==> config.mk <==
export PLATFORM = sky130hd
export DESIGN_NAME = stack_engine_flat
export DESIGN_NICKNAME = d
export VERILOG_FILES = /design/src/rtl/stack_engine_pkg.sv /design/src/rtl/stack_engine_if.sv /design/src/rtl/stack_engine_ram.sv /design/src/rtl/stack_engine.sv /design/src/flat_wrapper.sv
export SDC_FILE = /design/constraint.sdc
export NUM_CORES = 1
export LEC_CHECK = 0
export CAP_MARGIN = 15
export CORE_ASPECT_RATIO = 1.1
export CORE_MARGIN = 8
export CORE_UTILIZATION = 29
export CTS_CLUSTER_DIAMETER = 150
export CTS_CLUSTER_SIZE = 30
export DETAILED_ROUTE_END_ITERATION = 8
export HOLD_SLACK_MARGIN = 0.02
export PLACE_DENSITY = 0.45
export SLEW_MARGIN = 25
export SYNTH_ARGS = -nofsm -noshare
export SYNTH_HDL_FRONTEND = slang
export SYNTH_HIERARCHICAL = 1
export SYNTH_SLANG_ARGS = --single-unit
==> constraint.sdc <==
create_clock -name clk -period 4.9 [get_ports clk]
set_clock_uncertainty 0.05 [all_clocks]
set_input_delay 0.49 -clock clk [delete_from_list [all_inputs] [get_ports clk]]
set_output_delay 0.49 -clock clk [all_outputs]
set_load 0.02 [all_outputs]
==> src/rtl/stack_engine_pkg.sv <==
// -----------------------------------------------------------------------------
// stack_pkg
// Shared types and constants for the stack engine.
//   stack_op_t    : command opcodes carried on cmd_op (PUSH/POP/PEEK/CLEAR)
//   stack_state_t : control FSM states (IDLE/ACCESS/RESP)
//   WORD_BYTES    : byte stride between adjacent stack entries in sp_addr
// -----------------------------------------------------------------------------
package stack_pkg;

  typedef enum logic [1:0] {
    PUSH  = 2'd0,
    POP   = 2'd1,
    PEEK  = 2'd2,
    CLEAR = 2'd3
  } stack_op_t;

  typedef enum logic [1:0] {
    IDLE   = 2'd0,
    ACCESS = 2'd1,
    RESP   = 2'd2
  } stack_state_t;

  localparam logic [31:0] WORD_BYTES = 32'd4;

endpackage

==> src/rtl/stack_engine_if.sv <==
// -----------------------------------------------------------------------------
// stack_engine_if
// Command / response handshake bundle between the processor control FSM
// (master) and the stack engine (slave).
//   cmd_valid/cmd_ready  : command handshake
//   cmd_op               : 0 PUSH, 1 POP, 2 PEEK, 3 CLEAR
//   cmd_data             : word to push
//   rsp_valid/rsp_ready  : response handshake
//   rsp_data             : popped/peeked/pushed word, 0 for CLEAR and rejects
//   rsp_err              : command was rejected (guard build only)
// -----------------------------------------------------------------------------
interface stack_engine_if #(
  parameter int DATA_W = 32
) ();

  logic              cmd_valid;
  logic              cmd_ready;
  logic [1:0]        cmd_op;
  logic [DATA_W-1:0] cmd_data;
  logic              rsp_valid;
  logic              rsp_ready;
  logic [DATA_W-1:0] rsp_data;
  logic              rsp_err;

  modport master (
    output cmd_valid, cmd_op, cmd_data, rsp_ready,
    input  cmd_ready, rsp_valid, rsp_data, rsp_err
  );

  modport slave (
    input  cmd_valid, cmd_op, cmd_data, rsp_ready,
    output cmd_ready, rsp_valid, rsp_data, rsp_err
  );

endinterface

==> src/rtl/stack_engine_ram.sv <==
// -----------------------------------------------------------------------------
// stack_ram
// DEPTH x DATA_W private stack storage. Synchronous write, registered read.
// No reset: contents and the read register are undefined until written.
//   clk_i            : clock
//   we_i/waddr_i/wdata_i : write port
//   re_i/raddr_i     : read request; data appears on rdata_o after the edge
//   rdata_o          : read register, holds its value while re_i is low
// -----------------------------------------------------------------------------
module stack_ram #(
  parameter int DATA_W = 32,
  parameter int DEPTH  = 16,
  parameter int AW     = $clog2(DEPTH)
) (
  input  logic              clk_i,
  input  logic              we_i,
  input  logic [AW-1:0]     waddr_i,
  input  logic [DATA_W-1:0] wdata_i,
  input  logic              re_i,
  input  logic [AW-1:0]     raddr_i,
  output logic [DATA_W-1:0] rdata_o
);

  logic [DATA_W-1:0] mem_q [DEPTH];
  logic [DATA_W-1:0] rdata_q;

  always_ff @(posedge clk_i) begin
    if (we_i) mem_q[waddr_i] <= wdata_i;
    if (re_i) rdata_q <= mem_q[raddr_i];
  end

  assign rdata_o = rdata_q;

endmodule

==> src/rtl/stack_engine.sv <==
// -----------------------------------------------------------------------------
// stack_engine
// Downward-growing hardware stack with a private RAM and stack pointer.
// One command is processed at a time: IDLE (accept) -> ACCESS (RAM/pointer
// update) -> RESP (hold response until consumed) -> IDLE.
//
// Ports:
//   clk, rst     : clock, asynchronous active-high reset
//   bus          : stack_engine_if slave (command + response handshakes)
//   sp_addr      : BASE_ADDR + 4*sp, byte address of the current top
//   count        : occupied entries (DEPTH - sp)
//   full / empty : sp == 0 / sp == DEPTH
//   ovf_sticky   : a PUSH was rejected since the last CLEAR/reset
//   unf_sticky   : a POP/PEEK was rejected since the last CLEAR/reset
//
// Build option: define STACK_ENGINE_GUARD_EN to report rejected commands via
// rsp_err and the sticky flags. Without it rejects are silently dropped and
// rsp_err/ovf_sticky/unf_sticky stay 0.
// -----------------------------------------------------------------------------
module stack_engine
  import stack_pkg::*;
#(
  parameter int          DATA_W    = 32,
  parameter int          DEPTH     = 16,
  parameter logic [31:0] BASE_ADDR = 32'h0000_0000,
  parameter int          SP_W      = $clog2(DEPTH + 1)
) (
  input  logic            clk,
  input  logic            rst,
  stack_engine_if.slave   bus,
  output logic [31:0]     sp_addr,
  output logic [SP_W-1:0] count,
  output logic            full,
  output logic            empty,
  output logic            ovf_sticky,
  output logic            unf_sticky
);

`ifdef STACK_ENGINE_GUARD_EN
  localparam bit GuardEn = 1'b1;
`else
  localparam bit GuardEn = 1'b0;
`endif

  // DEPTH is a power of two, so the pointer is exactly one bit wider than
  // the RAM address (the extra bit encodes the empty value DEPTH).
  localparam int              AW       = SP_W - 1;
  localparam logic [SP_W-1:0] SP_EMPTY = SP_W'(DEPTH);

  stack_state_t      state_q, state_d;
  stack_op_t         op_q;
  logic [DATA_W-1:0] data_q;
  logic [SP_W-1:0]   sp_q, sp_d;
  logic [DATA_W-1:0] rsp_data_q, rsp_data_d;
  logic              from_ram_q, from_ram_d;
  logic              rsp_err_q, rsp_err_d;
  logic              ovf_q, ovf_d;
  logic              unf_q, unf_d;

  logic              in_access;
  logic              is_push, is_read;
  logic              rejected;
  logic              ram_we, ram_re;
  logic [DATA_W-1:0] ram_rdata;

  assign full  = (sp_q == '0);
  assign empty = (sp_q == SP_EMPTY);
  assign count = SP_EMPTY - sp_q;
  assign sp_addr = BASE_ADDR + (32'(sp_q) * WORD_BYTES);

  assign in_access = (state_q == ACCESS);
  assign is_push   = (op_q == PUSH);
  assign is_read   = (op_q == POP) || (op_q == PEEK);
  assign rejected  = (is_push && full) || (is_read && empty);

  // Gating with rst keeps a reset landing in ACCESS from writing the RAM.
  assign ram_we = in_access && is_push && !full && !rst;
  assign ram_re = in_access && is_read && !empty;

  stack_ram #(
    .DATA_W (DATA_W),
    .DEPTH  (DEPTH),
    .AW     (AW)
  ) u_ram (
    .clk_i   (clk),
    .we_i    (ram_we),
    // Low bits minus one wrap correctly for sp = DEPTH (low bits all zero).
    .waddr_i (sp_q[AW-1:0] - AW'(1)),
    .wdata_i (data_q),
    .re_i    (ram_re),
    .raddr_i (sp_q[AW-1:0]),
    .rdata_o (ram_rdata)
  );

  always_comb begin
    state_d    = state_q;
    sp_d       = sp_q;
    rsp_data_d = rsp_data_q;
    from_ram_d = from_ram_q;
    rsp_err_d  = rsp_err_q;
    ovf_d      = ovf_q;
    unf_d      = unf_q;
    case (state_q)
      IDLE: begin
        if (bus.cmd_valid) state_d = ACCESS;
      end
      ACCESS: begin
        state_d    = RESP;
        rsp_data_d = '0;
        from_ram_d = 1'b0;
        rsp_err_d  = GuardEn && rejected;
        case (op_q)
          PUSH: begin
            if (!full) begin
              sp_d       = sp_q - SP_W'(1);
              rsp_data_d = data_q;
            end else begin
              ovf_d = ovf_q | GuardEn;
            end
          end
          POP: begin
            if (!empty) begin
              sp_d       = sp_q + SP_W'(1);
              from_ram_d = 1'b1;
            end else begin
              unf_d = unf_q | GuardEn;
            end
          end
          PEEK: begin
            if (!empty) from_ram_d = 1'b1;
            else        unf_d      = unf_q | GuardEn;
          end
          default: begin
            sp_d  = SP_EMPTY;
            ovf_d = 1'b0;
            unf_d = 1'b0;
          end
        endcase
      end
      RESP: begin
        if (bus.rsp_ready) state_d = IDLE;
      end
      default: state_d = IDLE;
    endcase
  end

  always_ff @(posedge clk or posedge rst) begin
    if (rst) begin
      state_q    <= IDLE;
      sp_q       <= SP_EMPTY;
      rsp_data_q <= '0;
      from_ram_q <= 1'b0;
      rsp_err_q  <= 1'b0;
      ovf_q      <= 1'b0;
      unf_q      <= 1'b0;
    end else begin
      state_q    <= state_d;
      sp_q       <= sp_d;
      rsp_data_q <= rsp_data_d;
      from_ram_q <= from_ram_d;
      rsp_err_q  <= rsp_err_d;
      ovf_q      <= ovf_d;
      unf_q      <= unf_d;
    end
  end

  // Command capture: only the accept edge matters, so no reset is needed.
  always_ff @(posedge clk) begin
    if (state_q == IDLE && bus.cmd_valid) begin
      op_q   <= stack_op_t'(bus.cmd_op);
      data_q <= bus.cmd_data;
    end
  end

  assign bus.cmd_ready = (state_q == IDLE);
  assign bus.rsp_valid = (state_q == RESP);
  // Successful POP/PEEK data comes straight from the RAM read register, which
  // is only loaded in ACCESS and therefore stays stable throughout RESP.
  assign bus.rsp_data  = from_ram_q ? ram_rdata : rsp_data_q;
  assign bus.rsp_err   = rsp_err_q;
  assign ovf_sticky    = ovf_q;
  assign unf_sticky    = unf_q;

endmodule

==> src/flat_wrapper.sv <==
// flat-port wrapper written by rule: the top's interface ports become plain ports
module stack_engine_flat import stack_pkg::*;
#(
  parameter int          DATA_W    = 32,
  parameter int          DEPTH     = 16,
  parameter logic [31:0] BASE_ADDR = 32'h0000_0000,
  parameter int          SP_W      = $clog2(DEPTH + 1)
)
  (clk, rst, sp_addr, count, full, empty, ovf_sticky, unf_sticky, bus_cmd_valid, bus_cmd_op, bus_cmd_data, bus_rsp_ready, bus_cmd_ready, bus_rsp_valid, bus_rsp_data, bus_rsp_err);
  stack_engine_if #(.DATA_W(DATA_W)) bus_i ();
  input  logic clk;
  input  logic rst;
  output logic [31:0] sp_addr;
  output logic [SP_W-1:0] count;
  output logic full;
  output logic empty;
  output logic ovf_sticky;
  output logic unf_sticky;
  input wire logic [$bits(bus_i.cmd_valid)-1:0] bus_cmd_valid;
  input wire logic [$bits(bus_i.cmd_op)-1:0] bus_cmd_op;
  input wire logic [$bits(bus_i.cmd_data)-1:0] bus_cmd_data;
  input wire logic [$bits(bus_i.rsp_ready)-1:0] bus_rsp_ready;
  output wire logic [$bits(bus_i.cmd_ready)-1:0] bus_cmd_ready;
  output wire logic [$bits(bus_i.rsp_valid)-1:0] bus_rsp_valid;
  output wire logic [$bits(bus_i.rsp_data)-1:0] bus_rsp_data;
  output wire logic [$bits(bus_i.rsp_err)-1:0] bus_rsp_err;
  assign bus_i.cmd_valid = bus_cmd_valid;
  assign bus_i.cmd_op = bus_cmd_op;
  assign bus_i.cmd_data = bus_cmd_data;
  assign bus_i.rsp_ready = bus_rsp_ready;
  assign bus_cmd_ready = bus_i.cmd_ready;
  assign bus_rsp_valid = bus_i.rsp_valid;
  assign bus_rsp_data = bus_i.rsp_data;
  assign bus_rsp_err = bus_i.rsp_err;
  stack_engine #(.DATA_W(DATA_W), .DEPTH(DEPTH), .BASE_ADDR(BASE_ADDR), .SP_W(SP_W)) u_core (.clk(clk), .rst(rst), .bus(bus_i), .sp_addr(sp_addr), .count(count), .full(full), .empty(empty), .ovf_sticky(ovf_sticky), .unf_sticky(unf_sticky));
endmodule
==> results.txt <==
Pin placement for this block handled 114 I/O pins. The biggest fanout along the worst timing path came out at 11. For this run, the share of the core covered by cells in the final layout is 0.330. The TritonCTS sink count is 618.

Buffers added to address setup during post-CTS repair amount to 0. The highest clock frequency the design can meet is 277 MHz. The number of vias per cell came out at 4.71. The floorplan step set the die width to 288 um. The initial core utilization is 0.293. STA classifies the critical path startpoint as a flop. The most used flip-flop cell after synthesis is sky130_fd_sc_hd__edfxtp_1. The number of maximum-capacitance constraint violations is 0. Across all hold checks on the routed design, the worst slack comes to 0.391 ns.

The sequential group share of total power is 0.513. Data on the critical path arrives at its endpoint at 3.07 ns. The total grt overflow is 0. Setup violations remaining at the end of the flow were counted as 0. The shortest clock period the worst path allows after layout came out at 3.61 ns. The post-DP HPWL came out at 37.3 mm.

The final-report max-slew violation count is 0. The total wire length came out at 59.6 mm. The H-tree depth is 1. The share of flip-flops with an asynchronous set or reset came out at 0.0647. The average detailed-routed wire length per instance is 26.6 um. The setup total negative slack came out at 0 ns. The synthesized design spends more area on one cell type than any other, namely sky130_fd_sc_hd__edfxtp_1. The first-iteration detailed-routing DRC count came out at 711. Sorting the synthesized cells by how often they occur yields sky130_fd_sc_hd__edfxtp_1 (578), sky130_fd_sc_hd__mux4_2 (128), sky130_fd_sc_hd__a22oi_1 (64). The internal power of the cells totals 0.00906 W. The pin count of the biggest net entering global routing came out at 134. STA classifies the critical path endpoint as an output pin. The number of hold violations in the final report came to 0. The run finished with clean final reports. The TritonCTS buffer count came out at 24.

Synthesis produced 1082 cells. The tree is rooted in a sky130_fd_sc_hd__clkbuf_16. The global-route wire length before repair came out at 85.7 mm. In the routed design, unresolved DRC markers number 0. The tightest slew margin relative to the limit came out at 0.375. By area the synthesized netlist is led by sky130_fd_sc_hd__edfxtp_1 (74%), sky130_fd_sc_hd__mux4_2 (12%), sky130_fd_sc_hd__dfrtp_1 (4.1%). Setup repair after global routing left no endpoint under its margin. The layout cell share with drive strength beyond 1 is 0.197. The transition time at the pin with the least slew margin is 0.938 ns.

The flip-flop and latch count after synthesis is 618. Synthesis instantiated 41 different standard cells from the library. The final net count came out at 1216. The via count of the first global-routing pass is 11296. The total vias in the final route is 10542. Counting instances, the worst hold path has a depth of 1. TritonCTS built the clock tree.

The average cell area after synthesis is 21.8 sq um. The number of antenna diodes in the final layout is 0. Power spread over the standard cell area amounts to 503 nW/um^2. The number of I/O port buffers is 83.

Routability-driven placement finished with a final weighted congestion of 0.747. The overall global routing resource usage is 0.130. The path type of the worst min-delay path is in2reg.

Of the total power, combinational logic draws 0.296. Of the total power, the clock network draws 0.191. The post-synth design cell area came out at 23600 sq um. The layout-stage area growth over the synthesis result came out at 12.4%.

The stage delay of the slowest cell on the critical path came out at 0.60 ns. Walking the worst path, the cells encountered are inv_1, ha_1, nor3b_1, ha_1, inv_1, clkdlybuf4s50_1. By startpoint and endpoint, the worst setup path is classified as reg2out. The hold-fix buffer count after cts is 0. Dividing the final minimum period by the clock period gives 0.738. The clock network latency to the later pin of the worst-skew pair is 0.60 ns. IR analysis of the VDD net gives a maximum drop of 0.297 mV. The share of synthesized area in the top cell type comes to 0.735. The row count is 109. For this design the total switching power over the nets is 0.00429 W. The area inside the core boundary came out at 80500 sq um. The required time of the worst setup path came out at 4.36 ns.

The number of enable-type register cells in the synthesized netlist came out at 578. The total die area came out at 90800 sq um. The buffer levels on the longest clock path came out at 3.

The proportion of total power due to net switching is 0.321. The synthesis warning total came out at 6. The die outline height is 315 um. The first TritonRoute pass finished after 5 iterations. For this design the static power due to leakage is 8.23 nW. The detail route stage leaves a number of antenna-violating nets equal to 0. The share of the Yosys chip area taken by registers is 0.778. Once the clock tree was built, the resizer swapped 0 gates to a different size. The critical-path cell with the highest stage delay is sky130_fd_sc_hd__clkdlybuf4s50_1. The number of cells on the worst reg-to-reg path came out at 9. The clock-pin slew reported for the worst setup and hold paths after clock tree synthesis came out at 0.12 ns. The initial antenna violation count came out at 0. Among all cell types in the netlist, the one instantiated most often is sky130_fd_sc_hd__edfxtp_1.
==> layout by cell type, fill, tap and decap left out, types with 17 or more instances in the layout <==
cell type / netlist / routed
sky130_fd_sc_hd__edfxtp_1: 578 / 578
sky130_fd_sc_hd__conb_1: 1 / 30
sky130_fd_sc_hd__clkbuf_1: 21 / 17
sky130_fd_sc_hd__mux2_1: 18 / 18
sky130_fd_sc_hd__a22o_1: 32 / 32
sky130_fd_sc_hd__mux4_2: 128 / 128
sky130_fd_sc_hd__a22oi_1: 64 / 64
sky130_fd_sc_hd__dfrtp_1: 39 / 36
sky130_fd_sc_hd__nand2_1: 40 / 40
sky130_fd_sc_hd__buf_4: 40 / 29
sky130_fd_sc_hd__clkdlybuf4s50_1: 0 / 83
sky130_fd_sc_hd__clkbuf_16: 0 / 25
==> critical path: cells and delay by family, from the launching register on <==
| kind | cells | cell delay, ns |
|---|---|---|
| adder cells (fa/ha/maj) | 2 | 0.57 |
| buffers and inverters | 3 | 0.98 |
| flip-flops | 1 | 0.59 |
| AND/OR/NAND/NOR | 1 | 0.33 |
==> metrics by stage <==
step / setup WS, ns / instance area, sq um / power (W) / cells
floorplan: -0.122 / 23700 / 0.00921 / 1111
global placement: 1.34 / 25800 / 0.0110 / 2194
detailed placement: 1.28 / 25800 / 0.0111 / 2196
CTS: 1.20 / 26500 / 0.0137 / 2239
global route: 1.08 / 26500 / 0.0140 / 2239
finish: 1.29 / 26500 / 0.0134 / 2239
==> flip-flops by register name, indices dropped and copies added, names as in the netlist <==
register / count
u_core/state_q: 2
u_core/from_ram_q: 1
u_core/u_ram/rdata_o: 32
u_core/data_q: 32
u_core/rsp_data_q: 32
u_core/op_q: 2
u_core/u_ram/mem_q: 512
u_core/sp_q: 5
==> area by class of cell <==
type	count	area, sq um
fill	7592	53900
clock buffer	42	689
clock inverter	1	16.3
multi-input combinational	396	4940
tap	1054	1320
sequential	618	18400
inverter	12	45.0
timing repair buffer	116	1140
==> per-layer routing <==
layer  global-route usage  vias up  wire length [um]
li1                     -     4553                 -
met5                    0        -                 0
met4               0.0374        0              1630
met2                0.236      201             31500
met3               0.0125       62              1710
met1                0.163     5726             24800
==> power by group through the flow <==
stage | combinational (W) | sequential [W] | clock (W)
after floorplan | 0.00250 | 0.00670 | 0
after detailed placement | 0.00409 | 0.00700 | 0
after global placement | 0.00403 | 0.00699 | 0
after CTS | 0.00411 | 0.00688 | 0.00266
final | 0.00395 | 0.00685 | 0.00255
after global routing | 0.00426 | 0.00692 | 0.00281
==> path summary, 6_finish.rpt <==
| check | startpoint | to | slack (ns) |
|---|---|---|---|
| worst max-delay path | u_core/sp_q[0] | count[4] | 1.29 |
| min in group asynchronous | rst | u_core/rsp_data_q[16] | 0.46 |
| worst min-delay path | bus_cmd_data[0] | u_core/data_q[0] | 0.39 |
| worst max register to register | u_core/sp_q[0] | u_core/u_ram/mem_q[0][25] | 1.29 |
| worst min register to register | u_core/rsp_data_q[23] | u_core/rsp_data_q[23] | 0.46 |
| max in group asynchronous | rst | u_core/sp_q[0] | 3.79 |
==> logic make-up (layout without fill, tap and decap cells) <==
| logic type | after synthesis | count (layout) | share of synthesized area |
|---|---|---|---|
| buf+inv | 97 | 171 | 0.0236 |
| xor+xnor | 4 | 4 | 0.00148 |
| fa+ha+maj | 10 | 10 | 0.00562 |
| flops | 618 | 618 | 0.778 |
| mux | 162 | 162 | 0.138 |
| simple gates | 82 | 82 | 0.0172 |
| other cells | 1 | 30 | 0.000159 |
| compound gates | 108 | 108 | 0.0357 |
No activity file was read; power rests on OpenSTA's default activity.
